File: src/rtl/sync_fifo_flags.sv
// Single-clock FIFO with occupancy count, programmable almost-full/almost-empty
// thresholds, sticky overflow/underflow flags and an optional FWFT read port.
module sync_fifo_flags #(
    parameter int WIDTH    = 8,
    parameter int DEPTH    = 16,
    parameter int AF_LEVEL = 12,
    parameter int AE_LEVEL = 4,
    parameter int FWFT     = 0
) (
    input  logic                     clk,
    input  logic                     reset,
    input  logic                     wr_en,
    input  logic [WIDTH-1:0]         din,
    input  logic                     rd_en,
    output logic [WIDTH-1:0]         dout,
    output logic                     dout_valid,
    output logic                     full,
    output logic                     empty,
    output logic                     almost_full,
    output logic                     almost_empty,
    output logic [$clog2(DEPTH):0]   count,
    output logic                     overflow,
    output logic                     underflow,
    input  logic                     clr_err
);

    localparam int AW = $clog2(DEPTH);
    localparam int CW = AW + 1;
    localparam logic [CW-1:0] FULL_CNT = CW'(DEPTH);
    localparam logic [CW-1:0] AF_CNT   = CW'(AF_LEVEL);
    localparam logic [CW-1:0] AE_CNT   = CW'(AE_LEVEL);

    logic [WIDTH-1:0] mem [DEPTH];
    logic [AW-1:0]    wptr;
    logic [AW-1:0]    rptr;
    logic             wr_acc;
    logic             rd_acc;

    // Flags decode straight from the count register so they never lag it.
    assign full         = (count == FULL_CNT);
    assign empty        = (count == '0);
    assign almost_full  = (count >= AF_CNT);
    assign almost_empty = (count <= AE_CNT);

    // A full FIFO still takes a write when a read frees a slot in the same cycle.
    assign rd_acc = rd_en && !empty;
    assign wr_acc = wr_en && (!full || rd_acc);

    always_ff @(posedge clk or negedge reset) begin
        if (!reset) begin
            wptr      <= '0;
            rptr      <= '0;
            count     <= '0;
            overflow  <= 1'b0;
            underflow <= 1'b0;
        end else begin
            if (wr_acc) wptr <= wptr + AW'(1);
            if (rd_acc) rptr <= rptr + AW'(1);
            case ({wr_acc, rd_acc})
                2'b10:   count <= count + CW'(1);
                2'b01:   count <= count - CW'(1);
                default: count <= count;
            endcase
            // Set beats clear when both happen in the same cycle.
            overflow  <= (overflow  && !clr_err) || (wr_en && !wr_acc);
            underflow <= (underflow && !clr_err) || (rd_en && !rd_acc);
        end
    end

    // Storage is deliberately left uninitialised on reset.
    always_ff @(posedge clk) begin
        if (reset && wr_acc) mem[wptr] <= din;
    end

    generate
        if (FWFT != 0) begin : g_fwft
            // Head word is shown directly; forced to zero while empty so reset dout is 0.
            assign dout       = empty ? '0 : mem[rptr];
            assign dout_valid = !empty;
        end else begin : g_std
            logic [WIDTH-1:0] dout_q;
            logic             dv_q;
            always_ff @(posedge clk or negedge reset) begin
                if (!reset) begin
                    dout_q <= '0;
                    dv_q   <= 1'b0;
                end else begin
                    if (rd_acc) dout_q <= mem[rptr];
                    dv_q <= rd_acc;
                end
            end
            assign dout       = dout_q;
            assign dout_valid = dv_q;
        end
    endgenerate

endmodule

File: config.mk
export PLATFORM = sky130hd
export DESIGN_NAME = sync_fifo_flags
export DESIGN_NICKNAME = d
export VERILOG_FILES = /design/src/rtl/sync_fifo_flags.sv
export SDC_FILE = /design/constraint.sdc
export NUM_CORES = 1
export LEC_CHECK = 0
export ABC_AREA = 1
export BUFFER_PORTS_ARGS = -buffer_cell sky130_fd_sc_hd__clkbuf_2
export CAP_MARGIN = 0
export CELL_PAD_IN_SITES_DETAIL_PLACEMENT = 0
export CELL_PAD_IN_SITES_GLOBAL_PLACEMENT = 1
export CORE_MARGIN = 10
export CORE_UTILIZATION = 35
export CTS_CLUSTER_SIZE = 14
export DETAILED_ROUTE_END_ITERATION = 10
export PLACE_DENSITY = 0.69
export SLEW_MARGIN = 10
export SYNTH_ARGS = -nofsm -noshare
export SYNTH_HDL_FRONTEND = slang
export SYNTH_SLANG_ARGS = --single-unit
File: constraint.sdc
create_clock -name clk -period 6.21 [get_ports clk]
set_input_delay 0 -clock clk [delete_from_list [all_inputs] [get_ports clk]]
set_output_delay 0 -clock clk [all_outputs]
set_load 0.01 [all_outputs]
**After elaboration in Yosys (flattened, before gate mapping)**

Memory sizes are Yosys's and may differ from the RTL's. A register that Yosys moved wholly into a read port is not among the register bits.
Index checks and enable logic that the tools add are counted.

- Reductions and logical operators: 18
- Order comparisons: 2
- Equality and inequality tests: 3
- $add $sub $neg: 4
- Mux-type cells: 3

Operator list:

| operator | number |
|---|---|
| case mux 5 bit (2 select lines) | 1 |
| adder 4 x 1 -> 4 bit, second input constant | 2 |
| logical AND 1 bit | 7 |
| logical NOT 1 bit | 6 |
| adder 5 x 1 -> 5 bit, second input constant | 1 |
| equality test 5 bit, second input constant | 1 |
| greater-or-equal comparator 5 x 4 -> 1 bit, second input constant | 1 |
| <= comparator 5 x 3 -> 1 bit, second input constant | 1 |
| logical NOT 5 bit | 1 |
| subtractor 5 x 1 -> 5 bit, second input constant | 1 |
| logical OR 1 bit | 3 |
| equality test 2 x 1 -> 1 bit, second input constant | 1 |
| equality test 2 bit, second input constant | 1 |
| 2-to-1 mux 1 bit | 2 |
| nonzero test 2 bit | 1 |

- Flip-flop bits (word level): 16
- RAM bits: 128
- Memories: 1
- Word-level logic and storage cells: 37
- Input bits: 13
- Output and inout bits: 20

Memory list:

| memory | words | width | rd ports | clocked after Yosys merged registers in | write ports | RTL line | source |
|---|---|---|---|---|---|---|---|
| mem | 16 | 8 | 1 | 1 | 1 | 33 | `logic [WIDTH-1:0] mem [DEPTH];` |

**Logic depth before layout (Yosys ltp)**

- Depth after elaboration: 8
- Depth in mapped cells: 14
- Mapped depth without buffers: 13

**Worst setup path before layout**

OpenSTA, ideal clock, no wires.

- Path type: register -> register
- Start point: register count[3]
- End point: register count[4]
- Setup slack: 3.831 ns
- Path buffers: 2
- Setup time: 0.065 ns
- Data required time: 6.145 ns
- Arrival time: 2.314 ns
- Cell stages (with the launch flop): 15
- Clock period less this slack: 2.379 ns
- Cell sequence: dfrtp_1 -> nor2_2 -> nand3_2 -> nand2_2 -> buf_6 -> inv_2 -> buf_6 -> ha_1 -> fa_1 -> a21oi_1 -> nor2_1 -> nor2_1 -> xor2_1 -> nand2_1 -> nand2_1

- Word-level cells in the longest chain between the ends: 7
- Elaborated cells between the ends (all ways): 13
- Classes of those cells: add/sub (2); eq/ne (3); mux (1); reduce/logical (7)

Ends and longest elaborated chain:

| item | RTL line | source |
|---|---|---|
| start, declared | 21 | `output logic [$clog2(DEPTH):0] count,` |
| start signal, assigned | 60 | `2'b10: count <= count + CW'(1);` |
| start signal, assigned | 61 | `2'b01: count <= count - CW'(1);` |
| start signal, assigned | 62 | `default: count <= count;` |
| logical NOT 5 bit * | 41 | `assign empty = (count == '0);` |
| logical NOT 1 bit * | 46 | `assign rd_acc = rd_en && !empty;` |
| logical AND 1 bit * | 46 |  |
| named net rd_acc | 37 | `logic rd_acc;` |
| logical OR 1 bit | 47 | `assign wr_acc = wr_en && (!full \|\| rd_acc);` |
| logical AND 1 bit | 47 |  |
| equality test 2 x 1 -> 1 bit or equality test 2 bit (tied branches) | 59 | `case ({wr_acc, rd_acc})` |
| case mux 5 bit (2 select lines) or nonzero test 2 bit (tied branches) | - |  |

The timed path passes the listed nets; every way through them passes the cells marked *.
A chain may end at the register's enable or synchronous reset.

**Final worst setup path**

- Start point: register count[3]
- End point: register count[4]

- Word-level cells in the longest chain between the ends: 7
- Elaborated cells between the ends (all ways): 13
- Classes of those cells: add/sub (2); eq/ne (3); mux (1); reduce/logical (7)

Ends and longest elaborated chain:

| item | RTL line |
|---|---|
| logical NOT 5 bit | 41 |
| logical NOT 1 bit | 46 |
| logical AND 1 bit | 46 |
| logical OR 1 bit | 47 |
| logical AND 1 bit | 47 |
| equality test 2 x 1 -> 1 bit or equality test 2 bit (tied branches) | 59 |
| case mux 5 bit (2 select lines) or nonzero test 2 bit (tied branches) | - |

Parallel ways exist; a longest one is shown, timed or not.

==> metrics.txt <==
reg2reg end=count[4]$_DFFE_PN0P_; die area=25300 sq um; initial DRC count=339; CP Class=reg2reg; final wirelength=15700 microns; vias in the first global route=4418; area grow syn2layout=15.0%; Slew @ Worst Pin=1190 ps; Post-Syn Instances=668; hold path depth=1; Distinct cells, synth=30; Arrival @ worst endpoint=2910 ps; gpl congestion=0.890; CTS tree=done; Hold Startpoint=din[1]; FMAX=393 MHz; Pwr Total=3.51 mW; initial antenna violation count=0; Seq/Total Area, Yosys=0.657; Post-synth ARST share=0.158; Worst Hold Path EP=mem[2][1]$_DFFE_PP_; Hold Fails Final Rpt=0; WL/cell=16.2 microns; Final Skew=6.99 ps; core box area=18900 sq um; leading area contributor after synthesis=edfxtp_1; first-pass GRT wire length=24900 microns; Fin Setup TNS=0 ps; largest net degree at the start of global routing=67; clock period minus worst slack=2550 ps; Yosys Warn Count=0; Synth Register Bits=152; DR vias/cell=4.66; Post-DP HPWL=10200 microns; Main synth FF type=edfxtp_1; Longest Clk Path Bufs=2; starting density of the core=0.358; Net Count, Synth=691; GRT Total Usage=0.125; RSZ-0062 raised after global routing=no; post-place setup slack=3680 ps; clock root buffer=clkbuf_16; Leak=3.40 nW; DIE HEIGHT=159 microns; cts repair resizes=0; Fill cells=1861; share of layout cells above drive strength 1=0.105; Syn Std Cell Area=6770 sq um; Routed Antenna Nets=0; Clock Latency Late Sink=420 ps; run status=finished clean; Num CTS Buffers=17; largest cells by area after synthesis=edfxtp_1, nand2_1, dfrtp_1; DRC Markers=0; Detailed Routing Iterations Pass 1=5; total number of vias=4529; total power per unit cell area=451 nW/um^2; Syn Area/Cell=10.1 sq um; CTS sink cnt=152; WP data required=6570 ps; fin nets=723; number of synthesized flops with an enable pin=128; R2R Setup Slk=3660 ps; Setup crit end kind=register; H-tree levels=4; Row Count=50; Hold WC Path Type=in2reg; setup violators final=0; diode count=0; num ports=33; PnR worst setup slack=3660 ps; Remaining Overflow, GRT=0; Die X=159 microns; clock-pin transition on the worst setup and hold timing paths=60 ps; final worst-path cycle share=0.410; post-synth top area share=0.568; startpoint types=register; Pins Over Slew Limit=0; Slew headroom=0.206; R2R depth=12; MaxCap Viol Count=0; FF-to-FF Start=count[3]$_DFFE_PN0P_; critical path fanouts, max=14; Port Buffers=32; Final Core Density=0.412; peak supply drop=0.000222 V
-- how the worst max path moves through the flow --
stage                               from              endpoint  slack (ps)  cells after the start
floorplan           count[3]$_DFFE_PN0P_  count[4]$_DFFE_PN0P_        3830                     14
global placement    count[3]$_DFFE_PN0P_  count[4]$_DFFE_PN0P_        3690                     12
detailed placement  count[3]$_DFFE_PN0P_  count[4]$_DFFE_PN0P_        3680                     12
CTS                 count[3]$_DFFE_PN0P_  count[4]$_DFFE_PN0P_        3660                     12
global route        count[3]$_DFFE_PN0P_  count[4]$_DFFE_PN0P_        3440                     12
finish              count[3]$_DFFE_PN0P_  count[4]$_DFFE_PN0P_        3660                     12
-- final cells by class --
cell class                 count  area [sq um]  area share
multi-input combinational    374          1740       0.224
tap                          260           325      0.0418
sequential                   152          4450       0.571
clock buffer                  19           433      0.0556
timing repair buffer          40           233      0.0299
inverter                     115           432      0.0554
clock inverter                12           176      0.0227
-- report_power, final --
| group | internal (mW) | switching (mW) |
|---|---|---|
| registers | 1.22 | 0.104 |
| clock network | 0.670 | 0.401 |
| logic | 0.344 | 0.773 |
| total | 2.24 | 1.28 |
-- routing by layer --
layer | vias up | part of all wire | GRT usage
met4 | 0 | 0.0099 | 0.0375
met1 | 2200 | 0.48 | 0.168
li1 | 2213 | - | -
met3 | 14 | 0.044 | 0.0318
met2 | 102 | 0.46 | 0.194
met5 | - | 0 | 0
-- Yosys cell counts (3+ instances only) --
cell type	number
a21oi_1	3
buf_2	16
buf_4	4
clkbuf_1	4
dfrtp_1	24
edfxtp_1	128
ha_1	9
inv_1	112
nand2_1	212
nand3_1	102
nor2_1	20
o21ai_0	5
xor2_1	6
-- cells by family after synthesis --
group                      Yosys count  share of synthesized area
adders and majority gates           10                     0.0196
DFF                                152                      0.657
buffers and inverters              142                     0.0862
AOI/OAI and AO/OA                   15                     0.0146
xor gates and xnor gates             8                     0.0104
and+or+nand+nor                    341                      0.213
-- timing repair --
action / in CTS / in global routing
endpoints found under the hold margin: 27 / 0
setup buffers: 0 / 0
hold buffers: 5 / 0
-- layout by cell type, fill, tap and decap left out, types with 2 or more instances in the layout --
cell type / instances
inv_2: 2
xnor2_1: 2
a21oi_1: 3
nand2_2: 2
edfxtp_1: 128
inv_1: 111
nor2_1: 20
clkbuf_16: 17
xor2_1: 6
o21ai_0: 5
clkbuf_2: 32
nor2_2: 2
clkbuf_1: 2
buf_4: 3
clkinvlp_4: 2
ha_1: 9
clkinv_2: 3
dlygate4sd3_1: 5
nand3_1: 102
clkinv_4: 2
dfrtp_1: 23
o22ai_1: 2
nand2_1: 212
bufinv_16: 4
clkinv_1: 2
-- metrics by stage --
stage,instances,hold slack (ps),cell area (sq um)
final,972,77.6,7780
after global routing,972,87.7,7780
after CTS,972,67.3,7780
after detailed placement,936,65.0,7130
after global placement,936,59.8,7130
after floorplan,668,-296,6770
-- state kept, by name, indices dropped and copies added (netlist names) --
register / cells
dout: 8
count: 5
rptr: 4
mem: 128
dout_valid: 1
underflow: 1
overflow: 1
wptr: 4
-- worst max-delay path, cell delays in order (launching register included) --
cell     delay (ps)
dfrtp_1         450
nor2_2          190
nand3_2         120
nand2_2         240
inv_2           170
ha_1            300
fa_1            430
a21oi_1         150
nor2_1           50
nor2_1          110
xor2_1          150
nand2_1          60
nand2_1          50
No activity file was read; power rests on OpenSTA's default activity.
